==> src/rtl/vic_pkg.sv <==
// ============================================================================
// Module      : vic_pkg
// Description : Shared constants, FSM state type and priority-field helper
//               for the VIC priority arbiter.
// Revision    : 1.0 - initial release
// ============================================================================
`default_nettype none

package vic_pkg;

   // Index width is fixed; the all-ones code means "nothing presented"
   localparam int unsigned ADDR_W       = 5;
   localparam logic [ADDR_W-1:0] ADDR_NONE = 5'h1F;

   // Default controller geometry
   localparam int unsigned N_IRQ_DEF    = 31;
   localparam int unsigned PRIO_W_DEF   = 3;

   // Widest priority vector / field the helper function accepts
   localparam int unsigned PRIO_VEC_MAX = 256;
   localparam int unsigned PRIO_MAX_W   = 8;

   typedef enum logic [1:0] {
      IDLE    = 2'd0,
      ARB     = 2'd1,
      REQ     = 2'd2,
      SERVICE = 2'd3
   } vic_state_e;

   // Extract the w-bit priority field of line k from a packed vector
   function automatic logic [PRIO_MAX_W-1:0] prio_field(
      input logic [PRIO_VEC_MAX-1:0] vec,
      input int unsigned             k,
      input int unsigned             w
   );
      logic [PRIO_VEC_MAX-1:0] mask;
      logic [PRIO_VEC_MAX-1:0] sh;
      mask = (PRIO_VEC_MAX'(1) << w) - PRIO_VEC_MAX'(1);
      sh   = (vec >> (w * k)) & mask;
      return PRIO_MAX_W'(sh);
   endfunction

endpackage

`default_nettype wire

==> src/rtl/vic_prio_tree.sv <==
// ============================================================================
// Module      : vic_prio_tree
// Description : Combinational max-finder over the eligible lines. Returns the
//               highest-priority eligible line; ties go to the lower index.
// Revision    : 1.0 - initial release
// ============================================================================
`default_nettype none

module vic_prio_tree
   import vic_pkg::*;
#(
   parameter int unsigned N_IRQ  = N_IRQ_DEF,
   parameter int unsigned PRIO_W = PRIO_W_DEF
) (
   input  logic [N_IRQ-1:0]        i_elig,
   input  logic [N_IRQ*PRIO_W-1:0] i_prio,
   output logic                    o_valid,
   output logic [ADDR_W-1:0]       o_idx,
   output logic [PRIO_W-1:0]       o_prio
);

   logic                w_valid;
   logic [ADDR_W-1:0]   w_idx;
   logic [PRIO_W-1:0]   w_prio;

   // Scan upward; a later line replaces the best only when strictly higher,
   // so equal priorities keep the lower index.
   always_comb begin
      w_valid = 1'b0;
      w_idx   = ADDR_NONE;
      w_prio  = '0;
      for (int k = 0; k < N_IRQ; k++) begin
         if (i_elig[k] && (!w_valid || (i_prio[PRIO_W*k +: PRIO_W] > w_prio))) begin
            w_valid = 1'b1;
            w_idx   = ADDR_W'(k);
            w_prio  = i_prio[PRIO_W*k +: PRIO_W];
         end
      end
   end

   assign o_valid = w_valid;
   assign o_idx   = w_idx;
   assign o_prio  = w_prio;

endmodule

`default_nettype wire

==> src/rtl/vic_prio_arbiter.sv <==
// ============================================================================
// Module      : vic_prio_arbiter
// Description : VIC priority arbiter. Picks the most urgent pending line,
//               presents its index under a request/ack handshake, pulses a
//               one-hot clear on ack and tracks in-service state until EOI.
//               Optional preemption stack enabled by macro VIC_NESTING_EN.
// Revision    : 1.0 - initial release
// ============================================================================
`default_nettype none

module vic_prio_arbiter
   import vic_pkg::*;
#(
   parameter int unsigned N_IRQ      = N_IRQ_DEF,
   parameter int unsigned PRIO_W     = PRIO_W_DEF,
   parameter int unsigned NEST_DEPTH = 4
) (
   input  logic                    i_clk,
   input  logic                    i_rst,
   input  logic [N_IRQ-1:0]        i_pend,
   input  logic [N_IRQ*PRIO_W-1:0] i_prio,
   input  logic                    i_en,
   input  logic                    i_ack,
   input  logic                    i_eoi,
   output logic                    o_irq,
   output logic [ADDR_W-1:0]       o_irq_addr,
   output logic [N_IRQ-1:0]        o_clr,
   output logic                    o_busy
);

   vic_state_e          state_q, state_d;
   logic [ADDR_W-1:0]   win_idx_q;
   logic [PRIO_W-1:0]   win_prio_q;
   logic [ADDR_W-1:0]   cur_idx_q;
   logic [PRIO_W-1:0]   cur_prio_q;
   logic                busy_q;
   logic [N_IRQ-1:0]    clr_q;

   logic [PRIO_VEC_MAX-1:0] w_prio_vec;
   logic [N_IRQ-1:0]        w_elig;
   logic                    w_valid;
   logic [ADDR_W-1:0]       w_idx;
   logic [PRIO_W-1:0]       w_prio;
   vic_state_e              w_fallback;

   assign w_prio_vec = PRIO_VEC_MAX'(i_prio);

   // A line competes only if unmasked and more urgent than the work in service
   genvar k;
   generate
      for (k = 0; k < N_IRQ; k++) begin : g_elig
         logic [PRIO_W-1:0] w_prio_k;
         assign w_prio_k  = PRIO_W'(prio_field(w_prio_vec, k, PRIO_W));
         assign w_elig[k] = i_pend[k] && (w_prio_k != '0) && (w_prio_k > cur_prio_q);
      end
   endgenerate

   vic_prio_tree #(
      .N_IRQ  (N_IRQ),
      .PRIO_W (PRIO_W)
   ) u_tree (
      .i_elig  (w_elig),
      .i_prio  (i_prio),
      .o_valid (w_valid),
      .o_idx   (w_idx),
      .o_prio  (w_prio)
   );

   // Abandoning a request returns to the interrupted context if there is one
   assign w_fallback = busy_q ? SERVICE : IDLE;

`ifdef VIC_NESTING_EN
   localparam int unsigned SP_W   = $clog2(NEST_DEPTH + 1);
   localparam int unsigned STK_AW = (NEST_DEPTH > 1) ? $clog2(NEST_DEPTH) : 1;

   logic [SP_W-1:0]   sp_q;
   logic [ADDR_W-1:0] stk_idx_q  [NEST_DEPTH];
   logic [PRIO_W-1:0] stk_prio_q [NEST_DEPTH];
   logic              w_stk_empty;
   logic              w_stk_full;
   logic [STK_AW-1:0] w_push_ptr;
   logic [STK_AW-1:0] w_pop_ptr;

   assign w_stk_empty = (sp_q == '0);
   assign w_stk_full  = (sp_q >= SP_W'(NEST_DEPTH));
   assign w_push_ptr  = STK_AW'(sp_q);
   assign w_pop_ptr   = STK_AW'(sp_q - SP_W'(1));

   // Preempted context is saved when the new winner is acknowledged
   always_ff @(posedge i_clk) begin
      if (i_rst) begin
         sp_q <= '0;
      end else if ((state_q == REQ) && i_ack && busy_q) begin
         stk_idx_q[w_push_ptr]  <= cur_idx_q;
         stk_prio_q[w_push_ptr] <= cur_prio_q;
         sp_q                   <= sp_q + SP_W'(1);
      end else if ((state_q == SERVICE) && i_eoi && !w_stk_empty) begin
         sp_q <= sp_q - SP_W'(1);
      end
   end
`else
   logic [31:0] w_nest_depth_unused;
   assign w_nest_depth_unused = 32'(NEST_DEPTH);
`endif

   // State register
   always_ff @(posedge i_clk) begin
      if (i_rst) begin
         state_q <= IDLE;
      end else begin
         state_q <= state_d;
      end
   end

   // Next-state logic; ack beats a falling enable in REQ
   always_comb begin
      state_d = state_q;
      case (state_q)
         IDLE: begin
            if (i_en && w_valid) state_d = ARB;
         end
         ARB: begin
            if (!i_en || !w_valid) state_d = w_fallback;
            else                   state_d = REQ;
         end
         REQ: begin
            if (i_ack)      state_d = SERVICE;
            else if (!i_en) state_d = w_fallback;
         end
         SERVICE: begin
`ifdef VIC_NESTING_EN
            if (i_eoi)                                 state_d = w_stk_empty ? IDLE : SERVICE;
            else if (i_en && w_valid && !w_stk_full)   state_d = ARB;
`else
            if (i_eoi) state_d = IDLE;
`endif
         end
         default: state_d = IDLE;
      endcase
   end

   // Winner latch, in-service context and one-shot clear pulse
   always_ff @(posedge i_clk) begin
      if (i_rst) begin
         win_idx_q  <= ADDR_NONE;
         win_prio_q <= '0;
         cur_idx_q  <= ADDR_NONE;
         cur_prio_q <= '0;
         busy_q     <= 1'b0;
         clr_q      <= '0;
      end else begin
         clr_q <= '0;
         if (state_q == ARB) begin
            win_idx_q  <= w_idx;
            win_prio_q <= w_prio;
         end
         if ((state_q == REQ) && i_ack) begin
            clr_q      <= N_IRQ'(1) << win_idx_q;
            cur_idx_q  <= win_idx_q;
            cur_prio_q <= win_prio_q;
            busy_q     <= 1'b1;
         end
         if ((state_q == SERVICE) && i_eoi) begin
`ifdef VIC_NESTING_EN
            if (!w_stk_empty) begin
               cur_idx_q  <= stk_idx_q[w_pop_ptr];
               cur_prio_q <= stk_prio_q[w_pop_ptr];
            end else begin
               cur_idx_q  <= ADDR_NONE;
               cur_prio_q <= '0;
               busy_q     <= 1'b0;
            end
`else
            cur_idx_q  <= ADDR_NONE;
            cur_prio_q <= '0;
            busy_q     <= 1'b0;
`endif
         end
      end
   end

   // Output decode from state and context registers
   always_comb begin
      o_irq      = (state_q == REQ);
      o_irq_addr = ADDR_NONE;
      if (state_q == REQ)          o_irq_addr = win_idx_q;
      else if (state_q == SERVICE) o_irq_addr = cur_idx_q;
      o_clr      = clr_q;
      o_busy     = busy_q;
   end

endmodule

`default_nettype wire
==> config.mk <==
export PLATFORM = sky130hd
export DESIGN_NAME = vic_prio_arbiter
export DESIGN_NICKNAME = d
export VERILOG_FILES = /design/src/rtl/vic_pkg.sv /design/src/rtl/vic_prio_tree.sv /design/src/rtl/vic_prio_arbiter.sv
export SDC_FILE = /design/constraint.sdc
export NUM_CORES = 1
export LEC_CHECK = 0
export BUFFER_PORTS_ARGS = -buffer_cell sky130_fd_sc_hd__buf_4
export CORE_ASPECT_RATIO = 0.7
export CORE_UTILIZATION = 36
export DETAILED_ROUTE_END_ITERATION = 6
export HOLD_SLACK_MARGIN = 0.1
export PLACE_DENSITY = 0.64
export SLEW_MARGIN = 40
export SYNTH_ARGS = -nofsm -noshare
export SYNTH_HDL_FRONTEND = slang
export SYNTH_SLANG_ARGS = --single-unit
==> constraint.sdc <==
create_clock -name i_clk -period 57.3 [get_ports i_clk]
set_clock_uncertainty 0.1 [all_clocks]
set_input_delay 17.19 -clock i_clk [delete_from_list [all_inputs] [get_ports i_clk]]
set_output_delay 17.19 -clock i_clk [all_outputs]
set_load 0.01 [all_outputs]
==> qor.yml, run 1 <==
crit_top_cell: "a21oi_2"
clk_path_buf_depth: 2
ys_seq_area_frac: 0.119
synth-seq-cells: 50
grt_overflow_total: 0
layout_setup_ws_ns: -1.39
violations: "setup timing"
fin_crit_sh: 1.02
synth_edf_count: 0
drive_above_1_share: 0.501
reg2reg_slack_ns: 14.99
drt_iter0_markers: 772
antenna_found_initial: 0
portBuffers: 166
grt_usage: 0.253
critical_path_class: "primary input to flop"
cp-startpoint: "i_prio[0]"
drc: 0
p_leak_nw: 6.45
nNetsFinal: 1888
ant_nets: 0
worst_ep_required_time_ns: 57.38
final_cell_mix: "buf_4 (474), ha_1 (122), inv_1 (91)"
syn2layout_area_growth_pct: 68.9
holdCritPathClass: "flop to flop"
grt_pass1_vias: 9801
grt_pass1_wl_um: 49400
via_count: 10700
pwr_density_cell_mw_per_mm2: 58.5
worst_pin_slew_ns: 0.885
syn_area_mm2: 0.00839
worstSkewPairLatency_ns: 0.29
dieWidth_um: 184
start_kind: "primary input"
syn-num-nets: 1406
synthArstFlopShare: 0
clk_pin_slew_ns: 0.07
vdd_drop_max_uv: 31.5
die_area_mm2: 0.0239
worstHoldEndpoint: "cur_prio_q[1]$_SDFFE_PP0P_"
arrival_ns: 58.77
r2r_cells: 246
via_per_inst: 5.61
status: "finished with violations"
crit_slowest_cell: "a311o_1"
clkSinkCount: 50
row_count: 46
report.final.slew_viol_count: 0
maxSlewHeadroom: 0.406
cts_tree: "built"
die_h_um: 130
grt_max_degree: 31
slowest_delay_ns: 0.47
layout.cells.most_common: "buf_4"
ios: 167
synth_cell_types: 95
firstDrtPassIters: 6
r2r-end: "win_prio_q[0]$_SDFFE_PP0P_"
min_period_ns: 58.69
hold_viol_final: 0
hold_depth: 2
min_from: "win_prio_q[1]$_SDFFE_PP0P_"
whs_ns: 0.353
timing.fmax_mhz: 17.0
cts-buffers-inserted: 5
reg2reg_from: "cur_prio_q[2]$_SDFFE_PP0P_"
path_max_fanout: 6
synthFlopType: "dfxtp_1"
yosys_warnings: 0
rsz0062_at_grt: "yes"
final-setup-viol-count: 8
core_mm2: 0.0227
htree_num_levels: 2
cts_root_buf: "clkbuf_16"
hpwl_um: 22500
routedWlPerCell_um: 17.9
initial_core_util: 0.369
drt_wl_total_um: 34100
maxCapViolations: 0
total_power_mw: 0.828
cp-end-kind: "flop"
n_antenna_cell: 0
synthCells: 1115
routabilityCongestion: 0.876
syn_avg_cell_area_um2: 7.53
[power by group]
part           total [mW]  internal (mW)  switching (mW)
Combinational       0.753          0.408           0.345
Sequential         0.0423         0.0373         0.00492
Clock              0.0331         0.0206          0.0125
Total               0.828          0.466           0.362
[worst max-delay path, delay by kind of cell]
family | cells | cell delay [ns]
compound gates | 131 | 20.62
simple gates | 42 | 5.37
mux | 10 | 2.89
buf+inv | 30 | 2.83
fa+ha+maj | 38 | 9.82
[layer usage]
layer | wire [um] | up-vias | track usage
li1 | - | 5155 | -
met3 | 2200 | 97 | 0.0234
met4 | 1150 | 0 | 0.0701
met2 | 15000 | 465 | 0.398
met1 | 15700 | 4989 | 0.367
met5 | 0 | - | 0
[cells in the mapped netlist, drive strengths merged, types with 5 or more instances]
master,n,area share
o311ai,8,0.0084
a211oi,8,0.010
nor4,5,0.0052
o211ai,11,0.011
and2,11,0.0082
nand3,34,0.020
o21a,21,0.019
a21boi,7,0.0067
clkbuf,10,0.0046
o21ai,65,0.041
nand2b,12,0.0089
nor2,89,0.040
ha,162,0.24
o31ai,32,0.031
a21o,25,0.022
or3,6,0.0051
mux2,10,0.014
a311oi,16,0.017
o2111ai,7,0.0073
maj3,7,0.0086
a31oi,16,0.012
a22oi,9,0.0081
or2,5,0.0037
nand2,96,0.043
o21bai,5,0.0045
buf,5,0.0046
nor3b,8,0.0083
nor2b,30,0.022
a211o,5,0.0052
a221o,5,0.0060
a32oi,6,0.0063
a21oi,113,0.070
nand3b,8,0.0072
inv,114,0.051
and3,11,0.0089
mux2i,15,0.018
nor3,18,0.011
dfxtp,50,0.12
[sequential cells by signal, indices dropped and copies added, names as in the netlist]
register    cells
cur_idx_q       5
cur_prio_q      3
o_busy          1
o_clr          31
state_q         2
win_idx_q       5
win_prio_q      3
[final cells by class]
cell class / instances / area (um^2)
Inverter: 115 / 434
Fill cell: 1873 / 8560
Sequential cell: 50 / 1000
Tap cell: 312 / 390
Clock inverter: 2 / 37.5
Clock buffer: 6 / 129
Timing Repair Buffer: 490 / 3740
Multi-Input combinational cell: 935 / 8440
[how the worst max path moves through the flow]
stage,to,cells past startpoint
global route,win_prio_q[0]$_SDFFE_PP0P_,260
CTS,win_prio_q[0]$_SDFFE_PP0P_,256
detailed placement,win_prio_q[0]$_SDFFE_PP0P_,247
floorplan,win_prio_q[0]$_SDFFE_PP0P_,249
finish,win_prio_q[0]$_SDFFE_PP0P_,251
global placement,win_prio_q[0]$_SDFFE_PP0P_,239
[through the flow]
step	std cells	utilization	setup TNS (ns)	cell area (um^2)	worst slack, ns
floorplan	1115	-	0	8630	0.0445
global placement	1742	0.502	-5.49	11400	-0.803
detailed placement	1742	0.502	-14.59	11400	-1.94
CTS	1870	0.567	-0.0562	12900	-0.0490
global route	1910	0.623	-25.52	14200	-3.32
finish	1910	0.623	-10.23	14200	-1.39
[kinds of logic after synthesis]
family,after synthesis,share of synthesized area
AO/OA/AOI/OAI,393,0.330
adder cells (fa/ha/maj),169,0.250
buffers and inverters,130,0.0607
flip-flops,50,0.119
multiplexers,25,0.0318
AND/OR/NAND/NOR,348,0.208
[repair_timing]
action	in CTS	in global routing
hold buffers	0	0
pin swaps	87	192
setup endpoints to repair	8	8
resized for setup	91	208
buffers inserted	121	43
Power figures use the tool's default switching activity.
==> run 2, diff against run 1 <==
--- a/config.mk
+++ b/config.mk
@@ -10,7 +10,7 @@
 export CORE_UTILIZATION = 36
 export DETAILED_ROUTE_END_ITERATION = 6
 export HOLD_SLACK_MARGIN = 0.1
-export PLACE_DENSITY = 0.64
+export PLACE_DENSITY = 0.57
 export SLEW_MARGIN = 40
 export SYNTH_ARGS = -nofsm -noshare
 export SYNTH_HDL_FRONTEND = slang
==> qor.yml, run 2 (synthesis gave the netlist of run 1 again) <==
cts_hold_buf: 0  # unchanged
violations: "setup timing"  # unchanged
via_count: 9796  # was 10700
place_area_mm2: 0.0114  # about the same
report.final.slew_viol_count: 0  # unchanged
status: "finished with violations"  # unchanged
cts-buffers-inserted: 5  # unchanged
stdcell_area_mm2: 0.0131  # was 0.0142 mm^2
maxSlewHeadroom: 0.268  # was 0.406
hold_depth: 2  # unchanged
nNetsFinal: 1778  # was 1888
largest_register_ffs: 31  # unchanged
drt_iter0_markers: 599  # was 772
min_from: "win_prio_q[0]$_SDFFE_PP0P_"  # was win_prio_q[1]$_SDFFE_PP0P_
die_area_mm2: 0.0239  # unchanged
grt_max_degree: 31  # unchanged
routedWlPerCell_um: 16.4  # was 17.9 um
initial_core_util: 0.369  # unchanged
reg2reg_from: "cur_prio_q[0]$_SDFFE_PP0P_"  # was cur_prio_q[2]$_SDFFE_PP0P_
whs_ns: 0.362  # was 0.353 ns
hold_viol_final: 0  # unchanged
ios: 167  # unchanged
firstDrtPassIters: 5  # was 6
core_mm2: 0.0227  # unchanged
r2r-end: "win_prio_q[1]$_SDFFE_PP0P_"  # was win_prio_q[0]$_SDFFE_PP0P_
cts_tree: "built"  # unchanged
grt_usage: 0.228  # was 0.253
cts_root_buf: "clkbuf_16"  # unchanged
clkSinkCount: 50  # unchanged
min_period_ns: 57.88  # was 58.69 ns
drt_wl_total_um: 29500  # was 34100 um
ant_nets: 0  # unchanged
drc: 0  # unchanged
holdCritPathClass: "flop to flop"  # unchanged
final_util: 0.574  # was 0.623
n_antenna_cell: 0  # unchanged
instances_no_fill: 1800  # was 1910
reg2reg_slack_ns: 15.35  # was 14.99 ns
antenna_found_initial: 0  # unchanged
final_cell_mix: "buf_4 (371), ha_1 (128), inv_1 (95)"  # was buf_4 (474), ha_1 (122), inv_1 (91)
start_kind: "primary input"  # unchanged
grt_pass1_vias: 8719  # was 9801
path_buf_inv: 23  # was 30
p_leak_nw: 5.91  # was 6.45 nW
clk_path_buf_depth: 2  # unchanged
crit_top_cell: "a21oi_2"  # unchanged
grt_pass1_wl_um: 44400  # was 49400 um
syn2layout_area_growth_pct: 55.7  # was 68.9%
pwr_density_cell_mw_per_mm2: 54.2  # was 58.5 mW/mm^2
fin_crit_sh: 1.01  # was 1.02
routabilityCongestion: 0.874  # was 0.876
worstSkewPairLatency_ns: 0.28  # was 0.29 ns
critical_path_class: "primary input to flop"  # unchanged
arrival_ns: 57.94  # was 58.77 ns
layout_setup_ws_ns: -0.579  # was -1.39 ns
drive_above_1_share: 0.442  # was 0.501
tns_ns: -3.88  # was -10.23 ns
die_h_um: 130  # unchanged
final-setup-viol-count: 8  # unchanged
maxCapViolations: 0  # unchanged
worstHoldEndpoint: "cur_prio_q[0]$_SDFFE_PP0P_"  # was cur_prio_q[1]$_SDFFE_PP0P_
cp_top_family: "compound AO/OA/AOI/OAI gates"  # unchanged
portBuffers: 166  # unchanged
slowest_delay_ns: 0.50  # was 0.47 ns
crit_slowest_cell: "or4_4"  # was a311o_1
row_count: 46  # unchanged
dieWidth_um: 184  # unchanged
cp-end-kind: "flop"  # unchanged
worst_ep_required_time_ns: 57.36  # was 57.38 ns
grt_overflow_total: 0  # unchanged
worst_pin_slew_ns: 1.09  # was 0.885 ns
r2r_cells: 244  # was 246
place_inst: 1736  # was 1742
timing.fmax_mhz: 17.3  # was 17.0 MHz
hpwl_um: 22600  # was 22500 um
layout.cells.most_common: "buf_4"  # unchanged
htree_num_levels: 2  # unchanged
place_ws_ns: -1.91  # was -1.94 ns
vdd_drop_max_uv: 27.1  # was 31.5 uV
clk_pin_slew_ns: 0.06  # was 0.07 ns
rsz0062_at_grt: "yes"  # unchanged
path_max_fanout: 6  # unchanged
total_power_mw: 0.708  # was 0.828 mW
via_per_inst: 5.44  # was 5.61
[run 2: how the worst max path moves through the flow]
stage / start / endpoint / slack, ns / cells after the start
final: i_prio[1] / win_prio_q[1]$_SDFFE_PP0P_ / -0.58 / 245
after global routing: i_prio[1] / win_idx_q[3]$_SDFFE_PP1P_ / -2.82 / 253
after CTS: i_prio[1] / win_idx_q[4]$_SDFFE_PP1P_ / -0.72 / 249
after detailed placement: i_prio[1] / win_idx_q[3]$_SDFFE_PP1P_ / -1.91 / 253
after global placement: i_prio[1] / win_idx_q[4]$_SDFFE_PP1P_ / -0.89 / 243
after floorplan: i_prio[1] / win_prio_q[0]$_SDFFE_PP0P_ / 0.04 / 249
[run 2: tightest hold or removal path, stage by stage, from the launching register on]
cell     delay [ns]
dfxtp_1        0.31
nand2_1        0.06
a21oi_1        0.05
[run 2: per-layer routing]
metal / vias to the layer above / global-route usage / wire [um] / part of all wire
met3: 10 / 0.0181 / 1250 / 0.042
met1: 4610 / 0.359 / 15600 / 0.53
met5: - / 0 / 0 / 0
li1: 4943 / - / - / -
met2: 233 / 0.344 / 12600 / 0.43
met4: 0 / 0.0157 / 118 / 0.0040
[run 2: report_power, final]
part | switching (mW) | internal, mW
logic | 0.300 | 0.337
registers | 0.00500 | 0.0373
clock network | 0.0125 | 0.0162
[run 2: area by class of cell]
class	count	area (um^2)
fillers	2111	9670
repair buffers	380	2890
well taps	312	390
inverters	115	432
clock buffers	5	125
clock inverters	3	21.3
multi-input cells	935	8200
flip-flops and latches	50	1000
[run 2: what timing repair did]
| item | CTS | global route |
|---|---|---|
| pin swaps | 32 | 160 |
| buffers inserted | 26 | 30 |
| resized for setup | 32 | 204 |
| endpoints found under the setup margin | 8 | 8 |
